File: src/rtl/forward_hazard_ctrl.sv
// Pipeline hazard/forwarding controller: stall/flush generation, EX operand
// forwarding, multi-cycle memory wait and halt tracking. Optional perf counters under FORWARD_PERF_EN.
module forward_hazard_ctrl #(
    parameter int unsigned MEM_TIMEOUT = 255
) (
    input  logic       clk,
    input  logic       rst,
    input  logic [4:0] ID_rs1,
    input  logic [4:0] ID_rs2,
    input  logic       ID_use_rs1,
    input  logic       ID_use_rs2,
    input  logic [4:0] EX_rs1,
    input  logic [4:0] EX_rs2,
    input  logic [4:0] EX_rd,
    input  logic       EX_write_gpr,
    input  logic       EX_mem_to_reg,
    input  logic       EX_redirect,
    input  logic [4:0] ME_rd,
    input  logic       ME_write_gpr,
    input  logic       ME_mem_to_reg,
    input  logic       ME_req,
    input  logic       ME_resp_valid,
    input  logic [4:0] WB_rd,
    input  logic       WB_write_gpr,
    input  logic       WB_commit,
    input  logic       WB_system_halt,
    output logic       FORWARD_stallIF,
    output logic       FORWARD_stallID,
    output logic       FORWARD_stallEX,
    output logic       FORWARD_stallME,
    output logic       FORWARD_stallWB,
    output logic       FORWARD_flushIF,
    output logic       FORWARD_flushID,
    output logic       FORWARD_flushEX,
    output logic       FORWARD_flushME,
    output logic [1:0] FORWARD_rs1_sel,
    output logic [1:0] FORWARD_rs2_sel,
    output logic       mem_timeout,
    output logic       halted
`ifdef FORWARD_PERF_EN
    ,
    output logic [31:0] perf_stall_cycles,
    output logic [31:0] perf_loaduse,
    output logic [31:0] perf_redirects
`endif
);

    localparam logic [1:0] ST_RUN  = 2'd0;
    localparam logic [1:0] ST_WAIT = 2'd1;
    localparam logic [1:0] ST_HALT = 2'd2;

    localparam logic [1:0] SEL_RF = 2'b00;
    localparam logic [1:0] SEL_ME = 2'b01;
    localparam logic [1:0] SEL_WB = 2'b10;

    localparam logic [7:0] TIMEOUT_C = 8'(MEM_TIMEOUT);

    logic [1:0] state_r;
    logic [1:0] state_nxt_s;
    logic [7:0] wait_cnt_r;
    logic [7:0] wait_cnt_nxt_s;
    logic       load_use_s;
    logic       mem_wait_s;
    logic       halt_req_s;
    logic       do_redirect_s;
    logic       do_loaduse_s;

    // ME results are only forwardable for non-loads; x0 never forwards.
    function automatic logic [1:0] fwd_sel(
        input logic [4:0] src,
        input logic       me_we,
        input logic       me_load,
        input logic [4:0] me_rd,
        input logic       wb_we,
        input logic [4:0] wb_rd
    );
        logic [1:0] sel;
        if (me_we && !me_load && (me_rd != 5'd0) && (me_rd == src)) begin
            sel = SEL_ME;
        end else if (wb_we && (wb_rd != 5'd0) && (wb_rd == src)) begin
            sel = SEL_WB;
        end else begin
            sel = SEL_RF;
        end
        return sel;
    endfunction

    // Hazard conditions derived from the current pipeline contents.
    always_comb begin
        load_use_s = EX_mem_to_reg & EX_write_gpr & (EX_rd != 5'd0) &
                     ((ID_use_rs1 & (ID_rs1 == EX_rd)) | (ID_use_rs2 & (ID_rs2 == EX_rd)));
        mem_wait_s = ~ME_resp_valid & (((state_r == ST_RUN) & ME_req) | (state_r == ST_WAIT));
        halt_req_s = WB_commit & WB_system_halt;
    end

    // Stall/flush/status outputs; the response cycle of a wait behaves like RUN.
    always_comb begin
        FORWARD_stallIF = 1'b0;
        FORWARD_stallID = 1'b0;
        FORWARD_stallEX = 1'b0;
        FORWARD_stallME = 1'b0;
        FORWARD_stallWB = 1'b0;
        FORWARD_flushIF = 1'b0;
        FORWARD_flushID = 1'b0;
        FORWARD_flushEX = 1'b0;
        FORWARD_flushME = 1'b0;
        mem_timeout     = 1'b0;
        halted          = 1'b0;
        do_redirect_s   = 1'b0;
        do_loaduse_s    = 1'b0;
        if (rst) begin
            FORWARD_flushIF = 1'b1;
            FORWARD_flushID = 1'b1;
            FORWARD_flushEX = 1'b1;
            FORWARD_flushME = 1'b1;
        end else begin
            case (state_r)
                ST_RUN, ST_WAIT: begin
                    if (mem_wait_s) begin
                        FORWARD_stallIF = 1'b1;
                        FORWARD_stallID = 1'b1;
                        FORWARD_stallEX = 1'b1;
                        FORWARD_stallME = 1'b1;
                        FORWARD_flushME = 1'b1;
                        mem_timeout     = (state_r == ST_WAIT) & (wait_cnt_r == TIMEOUT_C);
                    end else if (EX_redirect) begin
                        FORWARD_flushIF = 1'b1;
                        FORWARD_flushID = 1'b1;
                        do_redirect_s   = 1'b1;
                    end else if (load_use_s) begin
                        FORWARD_stallIF = 1'b1;
                        FORWARD_stallID = 1'b1;
                        FORWARD_flushID = 1'b1;
                        do_loaduse_s    = 1'b1;
                    end else begin
                        do_loaduse_s    = 1'b0;
                    end
                end
                ST_HALT: begin
                    FORWARD_stallIF = 1'b1;
                    FORWARD_stallID = 1'b1;
                    FORWARD_stallEX = 1'b1;
                    FORWARD_stallME = 1'b1;
                    FORWARD_stallWB = 1'b1;
                    FORWARD_flushME = 1'b1;
                    halted          = 1'b1;
                end
                default: begin
                    FORWARD_flushIF = 1'b1;
                    FORWARD_flushID = 1'b1;
                    FORWARD_flushEX = 1'b1;
                    FORWARD_flushME = 1'b1;
                end
            endcase
        end
    end

    // EX operand forwarding selects.
    always_comb begin
        if (rst) begin
            FORWARD_rs1_sel = SEL_RF;
            FORWARD_rs2_sel = SEL_RF;
        end else begin
            FORWARD_rs1_sel = fwd_sel(EX_rs1, ME_write_gpr, ME_mem_to_reg, ME_rd, WB_write_gpr, WB_rd);
            FORWARD_rs2_sel = fwd_sel(EX_rs2, ME_write_gpr, ME_mem_to_reg, ME_rd, WB_write_gpr, WB_rd);
        end
    end

    // Next-state and wait-counter logic; halt commit wins from any state.
    always_comb begin
        state_nxt_s    = state_r;
        wait_cnt_nxt_s = wait_cnt_r;
        if (halt_req_s) begin
            state_nxt_s    = ST_HALT;
            wait_cnt_nxt_s = 8'd0;
        end else begin
            case (state_r)
                ST_RUN: begin
                    wait_cnt_nxt_s = 8'd0;
                    if (ME_req && !ME_resp_valid) begin
                        state_nxt_s = ST_WAIT;
                    end else begin
                        state_nxt_s = ST_RUN;
                    end
                end
                ST_WAIT: begin
                    if (ME_resp_valid) begin
                        state_nxt_s    = ST_RUN;
                        wait_cnt_nxt_s = 8'd0;
                    end else if (wait_cnt_r == TIMEOUT_C) begin
                        wait_cnt_nxt_s = 8'd0;
                    end else begin
                        wait_cnt_nxt_s = wait_cnt_r + 8'd1;
                    end
                end
                ST_HALT: begin
                    state_nxt_s    = ST_HALT;
                    wait_cnt_nxt_s = 8'd0;
                end
                default: begin
                    state_nxt_s    = ST_RUN;
                    wait_cnt_nxt_s = 8'd0;
                end
            endcase
        end
    end

    // State and counter registers.
    always_ff @(posedge clk) begin
        if (rst) begin
            state_r    <= ST_RUN;
            wait_cnt_r <= 8'd0;
        end else begin
            state_r    <= state_nxt_s;
            wait_cnt_r <= wait_cnt_nxt_s;
        end
    end

`ifdef FORWARD_PERF_EN
    // Event counters; halt cycles are not counted as stalls.
    always_ff @(posedge clk) begin
        if (rst) begin
            perf_stall_cycles <= 32'd0;
            perf_loaduse      <= 32'd0;
            perf_redirects    <= 32'd0;
        end else begin
            if (FORWARD_stallIF && (state_r != ST_HALT)) begin
                perf_stall_cycles <= perf_stall_cycles + 32'd1;
            end
            if (do_loaduse_s) begin
                perf_loaduse <= perf_loaduse + 32'd1;
            end
            if (do_redirect_s) begin
                perf_redirects <= perf_redirects + 32'd1;
            end
        end
    end
`endif

endmodule

File: config.mk
export PLATFORM = sky130hd
export DESIGN_NAME = forward_hazard_ctrl
export DESIGN_NICKNAME = d
export VERILOG_FILES = /design/src/rtl/forward_hazard_ctrl.sv
export SDC_FILE = /design/constraint.sdc
export NUM_CORES = 1
export LEC_CHECK = 0
export ABC_CLOCK_PERIOD_IN_PS = 1360
export CAP_MARGIN = 0
export CORE_ASPECT_RATIO = 1.5
export CORE_UTILIZATION = 32
export CTS_CLUSTER_DIAMETER = 100
export DETAILED_ROUTE_END_ITERATION = 10
export PLACE_DENSITY = 0.77
export SETUP_SLACK_MARGIN = 0.2
export SLEW_MARGIN = 30
export SYNTH_ARGS = -nofsm -noshare
export SYNTH_HDL_FRONTEND = slang
export SYNTH_SLANG_ARGS = --single-unit
File: constraint.sdc
create_clock -name clk -period 1.36 [get_ports clk]
set_input_delay 0.272 -clock clk [delete_from_list [all_inputs] [get_ports clk]]
set_output_delay 0.272 -clock clk [all_outputs]
set_load 0.005 [all_outputs]
# After elaboration in Yosys (flattened, before gate mapping)
# Index checks and enable logic that the tools add are counted.
# classes
mux,35
eq_ne,11
add_sub_neg,1
n_bitwise,13
reduce_logical,18
# op_table
operator,count
equality test 5 bit,6
two-way mux 1 bit,22
two-way mux 2 bit,8
nonzero test 5 bit,3
bitwise AND 1 bit,9
"adder 8 x 1 -> 8 bit, second input constant",1
"equality test 8 bit, second input constant",1
logical AND 1 bit,8
case mux 1 bit (2 select lines),4
case mux 2 bit (3 select lines),1
OR reduction 5 bit,1
OR reduction 2 bit,2
"!= test 3 bit, second input constant",1
OR reduction 3 bit,1
"equality test 2 x 1 -> 1 bit, second input constant",1
"equality test 2 bit, second input constant",1
logical NOT 1 bit,2
logical NOT 2 bit,1
"!= test 2 bit, second input constant",1
NOT 1 bit,2
bitwise OR 1 bit,2
# word_totals
out_inout_bits,15
reg_bits,10

# Longest topological paths before layout
# logic_depth
ltp_word,9
ltp_mapped,6
mapped_depth_nobuf,5

# Least setup slack after synthesis
# OpenSTA, ideal clock, no wires.
# synth_timing
path_type,input -> output
from,in rst
to,out FORWARD_stallIF
arrival_time_ps,1356
path_slack_ps,-268
path_buffers,2
path_stages,6
t_required_ps,1088
cell_sequence,buf_6 -> a21o_1 -> a31oi_1 -> inv_1 -> o31ai_1 -> buf_4
# synth_via
elab_chain_len,1
# synth_lines
element,line,text
start: declaration,7,"input logic rst,"
two-way mux 1 bit,n/a,
end: declaration,27,"output logic FORWARD_stallIF,"
# Every way passes these cells.

# Final worst setup path
# layout_timing
from,in ME_req
to,out FORWARD_flushID
# layout_via
elab_chain_len,6
# layout_lines
element,line,text
start: declaration,21,"input logic ME_req,"
bitwise AND 1 bit,92,mem_wait_s = ~ME_resp_valid & (((state_r == ST_RUN) & ME_req) | (state_r == ST_WAIT));
bitwise OR 1 bit,92,
bitwise AND 1 bit,92,
two-way mux 1 bit,119,if (mem_wait_s) begin
case mux 1 bit (2 select lines),117,case (state_r)
two-way mux 1 bit,111,if (rst) begin
end: declaration,33,"output logic FORWARD_flushID,"
# Every way passes these cells.

==> impl_metrics.json <==
{
  "status": "finished with violations",
  "violations": "negative setup slack",
  "comb_power_share_pct": 44.5,
  "ctsHoldBuffers": 0,
  "syn_inst": 112,
  "grt_pass1_wl_um": 5980,
  "p_clk_share_pct": 30.8,
  "clk_pin_slew_ns": 0.05,
  "drv_slew": 0,
  "critPathArrivalTime_ns": 1.51,
  "num_vias": 1342,
  "wl_per_cell_um": 16.5,
  "cpPeakStageDelay_ns": 0.27,
  "path_depth": 8,
  "numPortBuffers": 63,
  "synthTopCellsByCount": "xor2_1, xnor2_1, nor2_1",
  "die_w_um": 46.1,
  "wl_met2_um": 2640,
  "power.density_nw_per_um2": 545,
  "hold_depth": 3,
  "syn_area_um2": 935,
  "firstDrtPassIters": 4,
  "period_minus_slack_ns": 1.79,
  "hold_path.class": "in2reg",
  "ys_seq_area_share_pct": 21.4,
  "crit_path_start_kind": "input port",
  "path_delay_family": "buffers and inverters",
  "yosysMostFrequentCell": "xor2_1",
  "routed-wl-met3_um": 182,
  "grtUsageTotal_pct": 26.4,
  "max_freq_ghz": 0.560,
  "detailed_place_hpwl_um": 2730,
  "gp_congestion": 0.761,
  "wl_um": 4360,
  "p_seq_share_pct": 24.8,
  "ys_types": 32,
  "holdWs_ns": 0.385,
  "pre_cts_slack_ns": -1.12,
  "antenna_found_initial": 0,
  "tightest_slew_ns": 0.303,
  "ys.flop_type": "dfxtp_1",
  "numCtsBuffers": 3,
  "timing.rr.end": "wait_cnt_r[0]$_SDFF_PP0_",
  "slew_headroom_pct": 79.7,
  "fin_area_um2": 2240,
  "clkLatencyLatePin_ns": 0.24,
  "setup_violations": 23,
  "routed.top_layer": "met4",
  "avgSynthCellArea_um2": 8.35,
  "clkSinkCount": 10,
  "ys_warn_count": 0,
  "min_to": "state_r[0]$_SDFFE_PP0P_",
  "finalNetCount": 278,
  "rr_startpoint": "state_r[1]$_SDFFE_PP0P_",
  "globalRouteOverflowTotal": 0,
  "ctsHtreeMaxLevel": 1,
  "io_pins": 64,
  "grt_max_degree": 7,
  "slowest_stage": "dlygate4sd2_1",
  "intPower_uw": 879,
  "synth_top_area_share_pct": 21.4,
  "die_area_um2": 3150,
  "synth_nets": 162,
  "async_reset_ff_share_pct": 0,
  "r2r_slack_ns": -0.10,
  "path_class": "in2out",
  "crit_path_cell_trace": "dlygate4sd2_1, o21bai_4, a31oi_4, buf_6, nand2b_4, inv_4, o31ai_4, buf_2",
  "finalClockSkew_ns": 0.00180,
  "maxCapViolCount": 0,
  "row_count": 23,
  "vias_per_cell": 5.08,
  "placed_cell_area_um2": 1820,
  "areaGrowthSynthToFinish_pct": 139,
  "grt_pass1_vias": 1441,
  "core_um2": 2730,
  "required_ns": 1.09,
  "cts_root_buffer": "clkbuf_8",
  "p_leak_uw": 0.00102,
  "r2r.worst_path.cells": 5,
  "clockBufferDepth": 2,
  "start_util_pct": 34.2,
  "power_uw": 1220,
  "layout-drive-gt1-share_pct": 59.9,
  "ys_seq_elements": 10,
  "hp-start": "rst",
  "synth_edf_count": 0,
  "timing.critical_path.buf_inv": 4,
  "synth_top_area_cell": "dfxtp_1",
  "final-hold-violation-count": 0,
  "swShare_pct": 27.9,
  "diodes": 0,
  "die_height_um": 68.2,
  "rsz0062_at_grt": "true",
  "irDropWorstVdd_mv": 0.367,
  "switchingPower_uw": 341,
  "cp-end-kind": "output pin",
  "wl_met1_um": 1390,
  "cts_tree": "done",
  "min_period_over_period_pct": 131,
  "synth.area.top_cells": "dfxtp_1, xor2_1, xnor2_1",
  "critPathMaxFanout": 3,
  "fin_ws_ns": -0.426,
  "ant_nets": 0,
  "dr.first_iter.drc_count": 32,
  "drc": 0,
  "utilization_pct": 81.8
}
-- layout make-up --
| type | count | area (um2) |
|---|---|---|
| timing repair buffer | 115 | 1010 |
| multi-input combinational | 94 | 907 |
| fill | 170 | 497 |
| sequential | 10 | 203 |
| clock buffer | 4 | 55.1 |
| tap | 37 | 46.3 |
| inverter | 4 | 17.5 |
-- cells by family (layout without fill, tap and decap cells) --
kind of cell / after synthesis / in the layout / synth area share, %
AOI/OAI and AO/OA: 12 / 12 / 9.10
and+or+nand+nor: 45 / 45 / 29.2
DFF: 10 / 10 / 21.4
adders and majority gates: 1 / 1 / 1.34
buffers and inverters: 8 / 123 / 5.22
xor gates and xnor gates: 36 / 36 / 33.7
-- sequential cells by signal, summed over array words and instances, names as in the netlist --
signal,flops
state_r,2
wait_cnt_r,8
-- repair_timing --
action | in CTS | in global routing
pin swaps | 32 | 31
resized for setup | 231 | 39
buffers inserted | 20 | 2
setup endpoints to repair | 23 | 23
-- worst register-to-register path, cell delays in order, from the launching register on --
cell and delay, ns:
dfxtp_2 0.33, buf_6 0.12, or4b_4 0.52, nand2b_4 0.17
nand2b_4 0.16, nor2_1 0.10
-- cells in the final DEF (no fill, tap or decap), types with 3 or more instances in the layout --
| master | instances |
|---|---|
| xnor2_1 | 12 |
| nor2_1 | 5 |
| xor2_1 | 19 |
| dlygate4sd2_1 | 8 |
| nand3_1 | 5 |
| nor2_4 | 3 |
| nand2b_4 | 5 |
| xnor2_2 | 4 |
| buf_2 | 17 |
| buf_6 | 37 |
| nand4_1 | 3 |
| dfxtp_1 | 8 |
| nor4_2 | 3 |
| nor2_2 | 4 |
| clkdlybuf4s50_1 | 7 |
| clkbuf_2 | 5 |
| buf_4 | 34 |
| clkbuf_8 | 4 |
-- how the worst max path moves through the flow --
stage / startpoint / to / slack [ns]
after floorplan: EX_rd[1] / FORWARD_stallIF / -0.18
after global placement: EX_rd[2] / FORWARD_stallID / -1.06
after detailed placement: EX_rd[2] / FORWARD_stallIF / -1.12
after CTS: state_r[1]$_SDFFE_PP0P_ / FORWARD_stallIF / -0.39
after global routing: ME_req / FORWARD_flushID / -0.50
final: ME_req / FORWARD_flushID / -0.43
-- metrics by stage --
| step | setup TNS [ns] | std cells |
|---|---|---|
| 2_1_floorplan | -0.289 | 112 |
| 3_3_place_gp | -15.96 | 238 |
| 3_5_place_dp | -16.81 | 238 |
| 4_1_cts | -4.43 | 262 |
| 5_1_grt | -5.99 | 264 |
| 6_report | -4.91 | 264 |
-- power groups by stage --
stage / registers [uW] / clock network, uW / logic (uW)
global placement: 306 / 0 / 391
detailed placement: 306 / 0 / 403
CTS: 302 / 373 / 482
floorplan: 306 / 0 / 135
finish: 302 / 375 / 543
global route: 302 / 398 / 573
-- per-layer routing --
metal / up-vias / GRT usage (%)
met5: - / 0
met4: 0 / 12.1
met3: 14 / 4.49
met2: 60 / 54.9
met1: 646 / 22.1
li1: 622 / -
Power figures use the tool's default switching activity.
